`src/rtl/reg_read_arbiter.sv`:
```
// reg_read_arbiter
//   Shares the single synchronous register-file read port between decode
//   (requester 0) and the debug/test access unit (requester 1). A granted
//   request issues its two operand reads back-to-back (RD1, RD2), captures
//   the data and returns both operands with a one-cycle Resp_Valid pulse,
//   a fixed 4 cycles after acceptance. Operands that are unused or address
//   x0 are never put on the port and return zero.
//
// Ports
//   clk, rst                     clock, synchronous active-high reset
//   ReqN_Valid/Addr_1/Addr_2/
//   ReqN_Use_1/Use_2             request from requester N (N = 0, 1)
//   ReqN_Ready                   combinational accept for requester N
//   ReqN_Resp_Valid              1-cycle response pulse for requester N
//   ReqN_Data_1/Data_2           operands, held until N's next response
//   READ_En/READ_Addr/READ_Data  register file port (data one cycle later)
//   Busy                         transaction in flight
module reg_read_arbiter #(
  parameter int ADDR_W = 5,
  parameter int DATA_W = 32
) (
  input  logic              clk,
  input  logic              rst,
  input  logic              Req0_Valid,
  input  logic [ADDR_W-1:0] Req0_Addr_1,
  input  logic [ADDR_W-1:0] Req0_Addr_2,
  input  logic              Req0_Use_1,
  input  logic              Req0_Use_2,
  output logic              Req0_Ready,
  output logic              Req0_Resp_Valid,
  output logic [DATA_W-1:0] Req0_Data_1,
  output logic [DATA_W-1:0] Req0_Data_2,
  input  logic              Req1_Valid,
  input  logic [ADDR_W-1:0] Req1_Addr_1,
  input  logic [ADDR_W-1:0] Req1_Addr_2,
  input  logic              Req1_Use_1,
  input  logic              Req1_Use_2,
  output logic              Req1_Ready,
  output logic              Req1_Resp_Valid,
  output logic [DATA_W-1:0] Req1_Data_1,
  output logic [DATA_W-1:0] Req1_Data_2,
  output logic              READ_En,
  output logic [ADDR_W-1:0] READ_Addr,
  input  logic [DATA_W-1:0] READ_Data,
  output logic              Busy
);

  typedef enum logic [1:0] {IDLE, RD1, RD2, CAP} state_t;

  state_t              state_q, state_d;
  logic                last_grant_q;
  logic                owner_q;
  logic [ADDR_W-1:0]   addr1_q, addr2_q;
  logic                rd1_q, rd2_q;      // operand actually goes to the port
  logic [DATA_W-1:0]   op1_q;
  logic [1:0]          resp_q;
  logic [1:0][DATA_W-1:0] data1_q, data2_q;

  logic              idle, accept, grant_id;
  logic [ADDR_W-1:0] req_addr1, req_addr2;
  logic              req_use1, req_use2;

  // Ready is suppressed while rst is high so nothing is accepted during reset.
  assign idle = (state_q == IDLE) && !rst;

  // Round-robin: on a tie the requester that did not win last goes first.
  assign Req0_Ready = idle && Req0_Valid && (!Req1_Valid ||  last_grant_q);
  assign Req1_Ready = idle && Req1_Valid && (!Req0_Valid || !last_grant_q);
  assign accept     = Req0_Ready || Req1_Ready;
  assign grant_id   = Req1_Ready;

  assign req_addr1 = grant_id ? Req1_Addr_1 : Req0_Addr_1;
  assign req_addr2 = grant_id ? Req1_Addr_2 : Req0_Addr_2;
  assign req_use1  = grant_id ? Req1_Use_1  : Req0_Use_1;
  assign req_use2  = grant_id ? Req1_Use_2  : Req0_Use_2;

  always_comb begin
    state_d = state_q;
    case (state_q)
      IDLE:    if (accept) state_d = RD1;
      RD1:     state_d = RD2;
      RD2:     state_d = CAP;
      CAP:     state_d = IDLE;
      default: state_d = IDLE;
    endcase
  end

  // Port drive: address is forced to 0 whenever the strobe is low.
  always_comb begin
    READ_En   = 1'b0;
    READ_Addr = '0;
    if (state_q == RD1 && rd1_q) begin
      READ_En   = 1'b1;
      READ_Addr = addr1_q;
    end else if (state_q == RD2 && rd2_q) begin
      READ_En   = 1'b1;
      READ_Addr = addr2_q;
    end
  end

  always_ff @(posedge clk) begin
    if (rst) begin
      state_q      <= IDLE;
      last_grant_q <= 1'b1;
      owner_q      <= 1'b0;
      addr1_q      <= '0;
      addr2_q      <= '0;
      rd1_q        <= 1'b0;
      rd2_q        <= 1'b0;
      op1_q        <= '0;
      resp_q       <= '0;
      data1_q      <= '0;
      data2_q      <= '0;
    end else begin
      state_q <= state_d;
      resp_q  <= '0;
      if (accept) begin
        owner_q      <= grant_id;
        last_grant_q <= grant_id;
        addr1_q      <= req_addr1;
        addr2_q      <= req_addr2;
        // Skip decision made once at accept: unused or x0 never hits the port.
        rd1_q        <= req_use1 && (req_addr1 != '0);
        rd2_q        <= req_use2 && (req_addr2 != '0);
      end
      if (state_q == RD2)
        op1_q <= rd1_q ? READ_Data : '0;
      if (state_q == CAP) begin
        data1_q[owner_q] <= op1_q;
        data2_q[owner_q] <= rd2_q ? READ_Data : '0;
        resp_q[owner_q]  <= 1'b1;
      end
    end
  end

  assign Req0_Resp_Valid = resp_q[0];
  assign Req1_Resp_Valid = resp_q[1];
  assign Req0_Data_1     = data1_q[0];
  assign Req0_Data_2     = data2_q[0];
  assign Req1_Data_1     = data1_q[1];
  assign Req1_Data_2     = data2_q[1];
  assign Busy            = (state_q != IDLE);

endmodule
```
`config.mk`:
```
export PLATFORM = sky130hd
export DESIGN_NAME = reg_read_arbiter
export DESIGN_NICKNAME = d
export VERILOG_FILES = /design/src/rtl/reg_read_arbiter.sv
export SDC_FILE = /design/constraint.sdc
export NUM_CORES = 1
export LEC_CHECK = 0
export CAP_MARGIN = 15
export CORE_UTILIZATION = 51
export CTS_CLUSTER_SIZE = 30
export DETAILED_ROUTE_END_ITERATION = 12
export GPL_TIMING_DRIVEN = 0
export PLACE_DENSITY = 0.86
export SETUP_SLACK_MARGIN = 0.1
export SLEW_MARGIN = 10
export SYNTH_ARGS = -nofsm -noshare
export SYNTH_HDL_FRONTEND = slang
export SYNTH_SLANG_ARGS = --single-unit
```
`constraint.sdc`:
```
create_clock -name clk -period 3.1 [get_ports clk]
set_input_delay 0.31 -clock clk [delete_from_list [all_inputs] [get_ports clk]]
set_output_delay 0.31 -clock clk [all_outputs]
set_load 0.01 [all_outputs]
```
# --- Word-level counts from Yosys, hierarchy flattened ---
# Cells that the tools add are included.
op_classes:
  magnitude_cmp: 2
  n_shift: 0
  bitwise: 1
  mux: 18
  div_mod_pow: 0
  n_reduce_logical: 22
  eq_ne: 4
  n_addsub: 0
  multipliers: 0
op_table:
  columns: ["cell", "n"]
  rows:
  - ["$bwmux W64", 2]
  - ["$mux W32", 3]
  - ["$demux W32 S1", 1]
  - ["$mux W5", 4]
  - ["$logic_and A1 B1 Y1", 10]
  - ["$reduce_bool A5 Y1", 2]
  - ["$pmux W2 S4", 1]
  - ["$mux W1", 5]
  - ["$eq A2 B2 Y1 const B", 2]
  - ["$logic_not A1 Y1", 4]
  - ["$logic_or A1 B1 Y1", 3]
  - ["$eq A2 B1 Y1 const B", 1]
  - ["$logic_not A2 Y1", 1]
  - ["$lt A1 B2 Y1 const B", 1]
  - ["$mux W2", 1]
  - ["$ne A2 B2 Y1 const B", 1]
  - ["$reduce_bool A2 Y1", 1]
  - ["$reduce_or A2 Y1", 1]
  - ["$demux W1 S1", 1]
  - ["$ge A1 B1 Y1 const B", 1]
  - ["$not A1 Y1", 1]
totals:
  mem_bits_rw: 0
  mem_count: 0
  register_bits: 178
  input_bits: 60
  latchBits: 0
  output_inout_bits: 139
  romBits: 0

# --- Longest topological paths before layout ---
logic_depth:
  word_depth: 7
  ltp_mapped: 8
  depth_no_buf: 7

# --- Least setup slack after synthesis ---
# OpenSTA, ideal clock, no wires.
synth_timing:
  path_type: "reg-to-output"
  start: "reg state_q[0]"
  end: "out Req0_Ready"
  path_stages_with_launch: 7
  n_path_buf: 1
  arrival_time_ns: 1.388
  required_ns: 2.790
  slack_ns: 1.402
  cell_sequence: "dfxtp_1 -> inv_1 -> ha_1 -> inv_2 -> nor3_4 -> buf_4 -> and2_1"
synth_between:
  elab_chain_len: 4
synth_rtl:
  columns: ["item", "line_no", "source"]
  rows:
  - ["start: declaration", "50", "state_t state_q, state_d;"]
  - ["start signal: assignment", "115", "state_q <= state_d;"]
  - ["$logic_not A2 Y1", "64", "assign idle = (state_q == IDLE) && !rst;"]
  - ["$logic_and A1 B1 Y1", "64", null]
  - ["$logic_and A1 B1 Y1 (2 in a row)", "67", "assign Req0_Ready = idle && Req0_Valid && (!Req1_Valid || last_grant_q);"]
  - ["end: declaration", "29", "output logic Req0_Ready,"]
# No other way between the ends.

# --- Worst setup path after layout ---
layout_timing:
  start: "reg state_q[1]"
  end: "out READ_Addr[0]"
layout_between:
  elab_chain_len: 4
layout_rtl:
  columns: ["item", "line_no", "source"]
  rows:
  - ["$eq A2 B2 Y1", "95", "end else if (state_q == RD2 && rd2_q) begin"]
  - ["$logic_and A1 B1 Y1", "95", null]
  - ["$mux W5", "95", null]
  - ["$mux W5 (*)", "92", "if (state_q == RD1 && rd1_q) begin"]
  - ["end: declaration", "43", "output logic [ADDR_W-1:0] READ_Addr,"]
# Mark *: on every way between the ends. The rest lies on a longest branch, timed or not.

==> results.json <==
{
  "final_max_slew_viol_count": 0,
  "layout_commonest_cell": "nand2_1",
  "grt_first_pass_wirelength_mm": 31.17,
  "cts_buffers": 17,
  "grt_max_degree": 17,
  "r2r_cells": 6,
  "clk_pin_slew_worst_paths_ns": 0.06,
  "startpoint_type": "flop",
  "vias_per_cell": 5.381,
  "synthArstFlopShare_pct": 0,
  "maxCapViolCount": 0,
  "synth.top_cells.by_area": "dfxtp_1 53%, nand2_1 12%, a21oi_1 12%, nand3_1 4.8%, nor2b_1 3.1%",
  "synth.cell_area_um2": 6680,
  "power_density_nw_per_um2": 635.5,
  "leakage_nw": 3.313,
  "yosys_warnings": 0,
  "final_nets": 1101,
  "rrSetupSlack_ns": 1.30,
  "required_ns": 2.79,
  "cts-root-buf": "clkbuf_16",
  "setup.worst_path.end": "READ_Addr[0]",
  "core-area_um2": 12670,
  "setup_viol": 0,
  "vias": 6570,
  "die_area_um2": 13560,
  "grt_util_all_layers_pct": 30.61,
  "critPathArrivalTime_ns": 2.52,
  "synthesis.instances": 820,
  "criticalPathCategory": "reg -> out",
  "diodes": 0,
  "num_io_pins": 199,
  "h-tree-depth": 4,
  "ys_ff_latch": 178,
  "layout-drive-gt1-share_pct": 7.436,
  "clk_path_buf_depth": 2,
  "ant_nets": 0,
  "rsz0062_at_grt": "false",
  "die_h_um": 116.5,
  "peakVddDrop_mv": 0.3862,
  "first_global_vias": 6181,
  "syn-num-nets": 885,
  "place_hpwl_mm": 14.18,
  "fmax_mhz": 353.8,
  "cts_tree": "done",
  "yosysTopAreaCell": "dfxtp_1",
  "drc": 0,
  "drt_first_pass_iters": 5,
  "syn_area_per_cell_um2": 8.147,
  "die_x_um": 116.5,
  "ctsHoldBuffers": 0,
  "port-buffer-count": 197,
  "startpoint": "state_q[1]",
  "reg2reg_to": "Req1_Data_1[1]",
  "netlist.area_leader.share_pct": 53.34,
  "yosysUniqueCellTypes": 29,
  "maxSlewHeadroom_pct": 53.77,
  "ys_seq_area_share_pct": 53.34,
  "hold_class": "in -> reg",
  "finalPower_mw": 6.054,
  "crit_fanout": 7,
  "min_period_ns": 2.826,
  "start_util_pct": 52.72,
  "grt_overflow": 0,
  "timing.final.crit_share_pct": 91.17,
  "fin_tns_setup_ns": 0,
  "gp_congestion": 0.8085,
  "rows": 41,
  "r2r_start": "state_q[0]",
  "worst_clock_skew_ns": 0.005206,
  "layout_common_cells": "215 x nand2_1, 197 x clkdlybuf4s50_1, 178 x dfxtp_1",
  "tightestPinTransition_ns": 0.6935,
  "holdCritStartpoint": "rst",
  "status": "finished clean",
  "synthFlopType": "dfxtp_1",
  "hold_viol": 0,
  "avgRoutedWirePerCell_um": 16.49,
  "syn_to_final_growth_pct": 42.59,
  "synth-edff-count": 0,
  "antenna_found_initial": 0,
  "drt_wl_total_mm": 20.13,
  "endpoint_kind": "output pin",
  "clkLatencyLatePin_ns": 0.44,
  "cts_resized": 0,
  "drt_iter0_markers": 546,
  "post-route-util_pct": 75.18,
  "cts.sink_count": 178,
  "postCtsSetupBuffers": 0
}
[layer usage]
metal / GRT usage [%] / up-vias / part of all wire, %
li1: - / 3166 / -
met1: 37.77 / 3077 / 41
met2: 50.97 / 278 / 48
met3: 6.746 / 49 / 7.2
met4: 14.27 / 0 / 3.1
met5: 0 / - / 0
[logic make-up (layout without fill, tap and decap cells)]
logic type | Yosys count | count (layout) | share of synthesized area, %
AND/OR/NAND/NOR | 379 | 379 | 24.80
adder cells (fa/ha/maj) | 5 | 5 | 0.9365
multiplexers | 1 | 1 | 0.1498
buffers and inverters | 71 | 300 | 4.832
AO/OA/AOI/OAI | 186 | 186 | 15.94
flip-flops | 178 | 178 | 53.34
[power by group]
part / total (mW) / switching, mW / internal, mW
Combinational: 1.18 / 0.750 / 0.433
Clock: 2.38 / 0.908 / 1.47
Sequential: 2.49 / 0.0833 / 2.41
Total: 6.05 / 1.74 / 4.31
[stage by stage]
step                cell area [µm²]  hold slack (ns)  std cells  setup WS (ns)
floorplan                      6680           0.4405        820          1.402
global placement               8867           0.4404       1189         0.6098
detailed placement             8867           0.4459       1189         0.6176
CTS                            9525           0.2744       1221         0.2529
global route                   9525           0.3117       1221         0.1278
finish                         9525           0.2740       1221         0.2736
[flip-flops by register name (all words and copies together), names as in the netlist]
name and flops:
Req1_Data_1 32, Req0_Data_2 32, owner_q 1, op1_q 32
Req0_Data_1 32, rd2_q 1, Req1_Data_2 32, resp_q 2
rd1_q 1, state_q 2, last_grant_q 1, addr2_q 5
addr1_q 5
[critical path, cell delays in order, from the launching register on]
cell and delay [ns]:
dfxtp_1 0.38, inv_1 0.09, ha_1 0.18, and2_1 0.15, clkbuf_1 0.18, nor2_1 0.35, a22o_1 0.21, clkdlybuf4s50_1 0.54
[layout make-up]
| type | instances | area [µm²] |
|---|---|---|
| Clock buffer | 19 | 452.9 |
| Buffer | 67 | 307.8 |
| Timing Repair Buffer | 197 | 1972 |
| Multi-Input combinational cell | 571 | 2794 |
| Clock inverter | 13 | 205.2 |
| Fill cell | 974 | 3146 |
| Sequential cell | 178 | 3563 |
| Tap cell | 172 | 215.2 |
| Inverter | 4 | 15.01 |
[Yosys cell counts, types with 4 or more instances]
cell type  instances
clkbuf_1          28
nand3_1           64
buf_2             27
dfxtp_1          178
a311oi_2           9
nor2_1            52
buf_1              8
o211ai_1           4
or4_1              4
nand2_1          215
ha_1               5
and2_1             4
a22o_1             5
nor2b_1           33
a21oi_1          161
[worst min-delay path by stage]
stage,endpoint,depth (start not counted)
CTS,owner_q,3
detailed placement,Req0_Data_2[0],2
global route,owner_q,3
floorplan,Req0_Data_1[0],2
finish,owner_q,3
global placement,Req1_Data_1[31],2
Power figures use the tool's default switching activity.
